File: src/rtl/io_debouncer_pkg.sv
// Shared constants for the io_debouncer block: FSM state encoding and glitch-counter width.
package io_debouncer_pkg;

    typedef enum logic {
        ST_STABLE  = 1'b0,
        ST_PENDING = 1'b1
    } state_e;

    localparam int GLITCH_CNT_W = 8;

endpackage

File: src/rtl/io_sync_chain.sv
// Multi-flop synchronizer for a single asynchronous bit; reusable by other lib/io blocks.
module io_sync_chain #(
    parameter int   SYNC_STAGES = 2,
    parameter logic RESET_LEVEL = 1'b0
) (
    input  logic i_clk,
    input  logic i_reset,
    input  logic i_in,
    output logic o_sync
);

    logic [SYNC_STAGES-1:0] sync_q;

    always_ff @(posedge i_clk or posedge i_reset) begin
        if (i_reset) begin
            sync_q <= {SYNC_STAGES{RESET_LEVEL}};
        end else begin
            sync_q <= {sync_q[SYNC_STAGES-2:0], i_in};
        end
    end

    assign o_sync = sync_q[SYNC_STAGES-1];

endmodule

File: src/rtl/io_debouncer.sv
// Synchronizer plus stability filter for a raw pin; o_level only flips after STABLE_CYCLES agreeing samples.
// Optional IO_DEBOUNCER_GLITCH_COUNT_EN adds a saturating count of rejected glitches (o_glitch_cnt).
//
// state      | meaning
// ST_STABLE  | o_level matches the synchronized input, nothing being qualified
// ST_PENDING | a different level has been seen; counting consecutive agreeing samples
module io_debouncer
    import io_debouncer_pkg::*;
#(
    parameter int   SYNC_STAGES   = 2,
    parameter int   STABLE_CYCLES = 4,
    parameter logic RESET_LEVEL   = 1'b0
) (
    input  logic i_clk,
    input  logic i_reset,
    input  logic i_in,
    output logic o_level,
    output logic o_busy
`ifdef IO_DEBOUNCER_GLITCH_COUNT_EN
    ,
    output logic [GLITCH_CNT_W-1:0] o_glitch_cnt
`endif
);

    localparam int              CNT_W    = $clog2(STABLE_CYCLES + 1);
    localparam logic [CNT_W-1:0] CNT_ONE  = CNT_W'(1);
    localparam logic [CNT_W-1:0] CNT_LAST = CNT_W'(STABLE_CYCLES - 1);

    state_e             state_q, state_d;
    logic               level_q, level_d;
    logic [CNT_W-1:0]   cnt_q, cnt_d;
    logic               w_sync;

    io_sync_chain #(
        .SYNC_STAGES (SYNC_STAGES),
        .RESET_LEVEL (RESET_LEVEL)
    ) u_sync (
        .i_clk   (i_clk),
        .i_reset (i_reset),
        .i_in    (i_in),
        .o_sync  (w_sync)
    );

    always_ff @(posedge i_clk or posedge i_reset) begin
        if (i_reset) begin
            state_q <= ST_STABLE;
            level_q <= RESET_LEVEL;
            cnt_q   <= '0;
        end else begin
            state_q <= state_d;
            level_q <= level_d;
            cnt_q   <= cnt_d;
        end
    end

    always_comb begin
        state_d = state_q;
        level_d = level_q;
        cnt_d   = cnt_q;
        case (state_q)
            ST_STABLE: begin
                if (w_sync != level_q) begin
                    // A one-sample window needs no qualification phase
                    if (STABLE_CYCLES == 1) begin
                        level_d = w_sync;
                    end else begin
                        state_d = ST_PENDING;
                        cnt_d   = CNT_ONE;
                    end
                end
            end
            ST_PENDING: begin
                if (w_sync == level_q) begin
                    state_d = ST_STABLE;
                    cnt_d   = '0;
                end else if (cnt_q == CNT_LAST) begin
                    level_d = w_sync;
                    state_d = ST_STABLE;
                    cnt_d   = '0;
                end else begin
                    cnt_d = cnt_q + CNT_ONE;
                end
            end
        endcase
    end

    assign o_level = level_q;
    assign o_busy  = (state_q == ST_PENDING);

`ifdef IO_DEBOUNCER_GLITCH_COUNT_EN
    logic [GLITCH_CNT_W-1:0] glitch_q;
    logic                    reject;

    assign reject = (state_q == ST_PENDING) && (w_sync == level_q);

    always_ff @(posedge i_clk or posedge i_reset) begin
        if (i_reset) begin
            glitch_q <= '0;
        end else if (reject && (glitch_q != {GLITCH_CNT_W{1'b1}})) begin
            glitch_q <= glitch_q + GLITCH_CNT_W'(1);
        end
    end

    assign o_glitch_cnt = glitch_q;
`endif

endmodule

File: config.mk
export PLATFORM = sky130hd
export DESIGN_NAME = io_debouncer
export DESIGN_NICKNAME = d
export VERILOG_FILES = /design/src/rtl/io_debouncer_pkg.sv /design/src/rtl/io_sync_chain.sv /design/src/rtl/io_debouncer.sv
export SDC_FILE = /design/constraint.sdc
export NUM_CORES = 1
export LEC_CHECK = 0
export ABC_CLOCK_PERIOD_IN_PS = 3400
export CORE_AREA = 2 2 39 41
export DETAILED_ROUTE_END_ITERATION = 12
export DIE_AREA = 0 0 41 43
export SETUP_SLACK_MARGIN = 0.4
export SLEW_MARGIN = 20
export SYNTH_ARGS = -nofsm -noshare
export SYNTH_HDL_FRONTEND = slang
export SYNTH_HIERARCHICAL = 1
export SYNTH_SLANG_ARGS = --single-unit
File: constraint.sdc
create_clock -name i_clk -period 3.4 [get_ports i_clk]
set_input_delay 0.34 -clock i_clk [delete_from_list [all_inputs] [get_ports i_clk]]
set_output_delay 0.34 -clock i_clk [all_outputs]
set_load 0.05 [all_outputs]
* Word level (Yosys, flattened, before mapping)
Index checks and enable logic that the tools add are counted.
** Storage, ports and cells
- Register bits after elaboration :: 7
- Logic and storage cells :: 20
- Output and inout port bits :: 2
- Input bits :: 3
** Operators by class
- Bitwise gates (word level) :: 2
- $add $sub $neg :: 1
- Equality and inequality tests :: 4
- Reduce and logical (&&, ||, !) cells :: 1
- Multiplexer cells :: 8
** Operator list (number)
- 3-bit two-way mux :: 3
- 3-bit one-hot mux with 2 select lines :: 1
- 3-bit by 1-bit adder with 3-bit output, second input constant :: 1
- 3-bit by 2-bit == test with 1-bit output, second input constant :: 1
- 1-bit two-way mux :: 3
- 3-bit AND reduction :: 1
- 2-bit inequality test, second input constant :: 1
- 1-bit inverter :: 2
- 1-bit one-hot mux with 2 select lines :: 1
- 1-bit == test :: 1
- 1-bit inequality test :: 1

* Logic depth before layout (Yosys ltp)
- Depth after elaboration :: 4
- Mapped depth :: 4
- Gate-level depth less buffers :: 4

* By module
The synthesis kept the hierarchy.
** Modules (own cells, without submodules)
- io_debouncer :: cells an instance 21, area an instance 241.5 µm², sequential area each 125.1 µm², times used 1
- io_sync_chain :: cells an instance 3, area an instance 53.8 µm², sequential area each 50.0 µm², times used 1

* Worst setup path after synthesis
Ideal clock, no wire load.
- Kind :: reg-to-reg
- Start point :: register level_q (netlist: o_level)
- End point :: register cnt_q[1]
- Slack :: 2132 ps
- Data required time :: 3279 ps
- Setup time :: 121 ps
- Arrival :: 1147 ps
- Stages on the path, launching flop included :: 4
- Cells stage by stage :: dfrtp_1 xor2_2 nor2_1 a22o_1
** On the way
- Longest elaborated chain between the ends :: 3
- Elaborated cells on any way between the ends :: 5
- Those cells by class :: eq/ne (3); mux (2)
** Ends and longest elaborated chain
- start, declared :: line io_debouncer.sv:30 : logic level_q, level_d;
- start signal, assigned :: line io_debouncer.sv:51 : level_q <= level_d;
- 1-bit == test :: line io_debouncer.sv:73 : if (w_sync == level_q) begin
- 3-bit two-way mux :: line io_debouncer.sv:73
- 3-bit one-hot mux with 2 select lines :: line io_debouncer.sv:60 : case (state_q)
- end signal, assigned :: line io_debouncer.sv:52 : cnt_q <= cnt_d;
- end, declared :: line io_debouncer.sv:31 : logic [CNT_W-1:0] cnt_q, cnt_d;
Several ways; a longest one is shown, not always the timed one.
A chain may end at the register's enable or synchronous reset.

* Worst setup path in the final report
- Start point :: register state_q (netlist: o_busy)
- End point :: output port o_busy
** RTL lines
- start, declared :: line io_debouncer.sv:29 : state_e state_q, state_d;
- start signal, assigned :: line io_debouncer.sv:50 : state_q <= state_d;
- end, declared :: line io_debouncer.sv:18 : output logic o_busy
No word-level cell between the ends.

==> impl_table.tex <==
\begin{tabular}{lr}
\hline
Metric & Value \\
\hline
\multicolumn{2}{l}{\textbf{Run status}} \\
Status & finished clean \\
\multicolumn{2}{l}{\textbf{STA}} \\
Clock tree skew after final layout & 0.002214 ns \\
Number of hold violations in the final report & 0 \\
Post-layout minimum cycle time & 1.843 ns \\
Unrepaired setup endpoints after global routing & no \\
Number of failing setup endpoints in the final timing report & 0 \\
Fin Setup TNS & 0 ns \\
Final cycle utilization of the critical path & 0.5422 \\
Worst relative slew slack & 0.6717 \\
Slew at the pin closest to its max-slew limit & 0.4909 ns \\
Final count of pins violating max slew & 0 \\
Highest achievable clock rate & 542.5 MHz \\
\multicolumn{2}{l}{\textbf{Route}} \\
\# DRC & 0 \\
Final WL & 477 um \\
Number of antenna-violating nets in the routed design & 0 \\
Mean routed wirelength per cell & 9.938 um \\
Post-detailed-route via-to-cell ratio & 4.250 \\
Initial drt markers & 2 \\
Overall via count from detail\_route & 204 \\
First drt pass iteration count & 4 \\
\multicolumn{2}{l}{\textbf{Placement}} \\
DP Area & 355.3 um\^{}2 \\
Detailed placement HPWL & 355.5 um \\
Last weighted congestion value of the routability-driven placer & 0.7780 \\
Number of I/O port buffers & 4 \\
Placed Cells & 44 \\
\multicolumn{2}{l}{\textbf{Cells and area}} \\
Count of inserted antenna diode cells & 0 \\
Layout Area Growth over Synthesis & 29.24\% \\
Area of the multi-input gates & 112.6 um\^{}2 \\
Final Core Density & 0.2758 \\
Final-stage net count & 37 \\
Final standard cell area without fillers & 381.6 um\^{}2 \\
Area of all sequential standard cells & 175.2 um\^{}2 \\
Finished Layout Cells & 48 \\
Fillcell total & 143 \\
Fraction of layout cells with a size suffix above 1 & 0.2188 \\
\multicolumn{2}{l}{\textbf{Worst setup path}} \\
Max FO, Critical Path & 7 \\
Crit path max-delay cell type & sky130\_fd\_sc\_hd\_\_clkdlybuf4s50\_1 \\
Worst Path Class, Setup & reg -> out \\
Reg2Reg Launch Point & cnt\_q[0]\$\_DFFE\_PP0P\_ \\
CP delay by family, top & buffers and inverters \\
Arrival time at the worst endpoint & 1.50 ns \\
Data required time of the worst path & 3.06 ns \\
CP endpoint kind & primary output \\
Capturing element of the worst setup path & o\_busy \\
Capturing point of the worst reg2reg path & o\_level\$\_DFFE\_PP0P\_ \\
Number of stages on the worst setup path & 1 \\
Register-to-register path setup slack & 2.10 ns \\
Critical path startpoint category & flop \\
Largest stage delay on the critical path & 0.83 ns \\
Chain of cells forming the critical path & clkdlybuf4s50\_1 \\
Crit path launch & o\_busy\$\_DFF\_PP0\_ \\
Worst-case reg-to-reg path depth & 4 \\
Crit path buf inv count & 1 \\
\multicolumn{2}{l}{\textbf{Logic synthesis}} \\
Cell accounting for the most synthesized area & sky130\_fd\_sc\_hd\_\_dfrtp\_1 \\
Cell count after synthesis & 24 \\
Fraction of post-synthesis cell area in the top cell type by area & 0.5932 \\
Most frequent cell after synthesis & sky130\_fd\_sc\_hd\_\_dfrtp\_1 \\
Sequential element share of the synthesized area & 0.5932 \\
Total standard cell area after synthesis & 295.3 um\^{}2 \\
Count of warnings emitted by yosys & 6 \\
Synth Net Count & 28 \\
Average cell area after synthesis & 12.30 um\^{}2 \\
Prevailing post-synth register cell & sky130\_fd\_sc\_hd\_\_dfrtp\_1 \\
Synth Register Bits & 7 \\
Fraction of synthesis flops using an asynchronous set or reset pin & 1.000 \\
Number of enable flip-flop cells after synthesis & 0 \\
Top cells by instance count after synthesis & sky130\_fd\_sc\_hd\_\_dfrtp\_1, sky130\_fd\_sc\_hd\_\_inv\_1, sky130\_fd\_sc\_hd\_\_nand2\_1, sky130\_fd\_sc\_hd\_\_nor2\_1, sky130\_fd\_sc\_hd\_\_o21ai\_0 \\
Area contributors post-synth & sky130\_fd\_sc\_hd\_\_dfrtp\_1, sky130\_fd\_sc\_hd\_\_xor2\_2, sky130\_fd\_sc\_hd\_\_ha\_1 \\
Yosys cell types & 14 \\
\multicolumn{2}{l}{\textbf{GRT}} \\
First-pass GRT wire length & 883 um \\
Maximum number of pins on one net before global-route repair & 8 \\
Number of global-route vias before repair & 205 \\
Initial antenna violation count & 0 \\
Overall track demand over capacity in global routing & 0.08248 \\
Gr ovfl total & 0 \\
\multicolumn{2}{l}{\textbf{Floorplanning}} \\
Area of the die & 1763 um\^{}2 \\
Number of I/O pins & 5 \\
Die Y & 43 um \\
Number of placement rows & 14 \\
Starting Density & 0.2134 \\
Placeable Area & 1384 um\^{}2 \\
Horiz. Die Dim & 41 um \\
\multicolumn{2}{l}{\textbf{CTS}} \\
Post-cts sizing count & 0 \\
Number of H-tree levels & 1 \\
Clock Tree Buf Depth & 2 \\
Post-CTS setup repair buffer count & 0 \\
Skew-Pair Late Insertion Delay & 0.25 ns \\
Total CTS buffers & 3 \\
Clock tree root driver cell & sky130\_fd\_sc\_hd\_\_clkbuf\_4 \\
Clock-pin slew reported for the worst setup and hold paths after clock tree synthesis & 0.05 ns \\
Sinks on the clock net & 7 \\
Count of hold buffers inserted by post-cts repair & 0 \\
Clock tree from TritonCTS & yes \\
\multicolumn{2}{l}{\textbf{Pwr}} \\
Leakage power figure & 0.1692 nW \\
PD cells & 911.6 nW/um\^{}2 \\
Worst voltage drop across the vdd grid & 316.2 uV \\
Total power after layout & 0.3479 mW \\
\multicolumn{2}{l}{\textbf{Hold path}} \\
HP Class & in -> async \\
\multicolumn{2}{l}{\textbf{Job}} \\
Number of max-capacitance violations reported & 0 \\
\hline
\end{tabular}
-- state kept, by name (all words and copies together) (netlist names) --
name / flops
cnt_q: 3
u_sync/sync_q: 2
o_busy: 1
o_level: 1
-- logic make-up (layout without fill, tap and decap cells) --
family                     after synthesis  after routing  share of synthesized area
and+or+nand+nor                          8              8                     0.1568
DFF                                      7              7                     0.5932
AOI/OAI and AO/OA                        4              4                    0.08900
buffers and inverters                    2             10                    0.02543
adders and majority gates                1              1                    0.04237
xor gates and xnor gates                 1              1                    0.05510
muxes                                    1              1                    0.03813
-- power by group --
group	total [mW]	switching, mW	internal [mW]
clock network	0.0764	0.0315	0.0448
registers	0.131	0.0239	0.107
logic	0.141	0.0801	0.0607
total	0.348	0.135	0.212
-- metrics by stage --
step                hold slack, ns  setup slack (ns)
global route                0.2576             1.505
global placement            0.3376             1.841
floorplan                  0.08118             2.132
detailed placement          0.3473             1.823
CTS                         0.2565             1.549
finish                      0.2594             1.557
-- metal layers --
| layer | vias to the layer above | track usage | share of wire |
|---|---|---|---|
| met5 | - | 0 | 0 |
| met4 | 0 | 0.08000 | 0.036 |
| met3 | 2 | 0.03141 | 0.050 |
| met2 | 8 | 0.1063 | 0.47 |
| met1 | 99 | 0.09764 | 0.44 |
| li1 | 95 | - | - |
-- final cells by class --
class | instances | share of cell area
clock buffers | 4 | 0.06885
well taps | 16 | 0.05246
inverters | 2 | 0.01967
repair buffers | 4 | 0.1049
multi-input cells | 15 | 0.2951
flip-flops and latches | 7 | 0.4590
-- worst min path at each step --
stage	slack [ns]	end	from	cells past startpoint
4_1_cts	0.26	u_sync/sync_q[1]$_DFF_PP0_	i_reset	2
6_report	0.26	u_sync/sync_q[1]$_DFF_PP0_	i_reset	2
2_1_floorplan	0.08	u_sync/sync_q[0]$_DFF_PP0_	i_reset	1
3_5_place_dp	0.35	u_sync/sync_q[1]$_DFF_PP0_	u_sync/sync_q[0]$_DFF_PP0_	0
5_1_grt	0.26	u_sync/sync_q[0]$_DFF_PP0_	i_reset	2
3_3_place_gp	0.34	u_sync/sync_q[1]$_DFF_PP0_	u_sync/sync_q[0]$_DFF_PP0_	0
-- placed cells by master, fill, tap and decap left out --
cell	instances
sky130_fd_sc_hd__nand2_1	2
sky130_fd_sc_hd__nor2_1	2
sky130_fd_sc_hd__nor2b_2	1
sky130_fd_sc_hd__clkbuf_4	3
sky130_fd_sc_hd__o21a_1	1
sky130_fd_sc_hd__ha_1	1
sky130_fd_sc_hd__o21ai_0	2
sky130_fd_sc_hd__inv_1	2
sky130_fd_sc_hd__xor2_2	1
sky130_fd_sc_hd__a22o_1	1
sky130_fd_sc_hd__clkbuf_1	1
sky130_fd_sc_hd__clkdlybuf4s50_1	4
sky130_fd_sc_hd__nand4b_1	1
sky130_fd_sc_hd__mux2_2	1
sky130_fd_sc_hd__dfrtp_1	7
sky130_fd_sc_hd__nand2b_1	1
sky130_fd_sc_hd__and2_2	1
(Power assumes the default switching activity.)
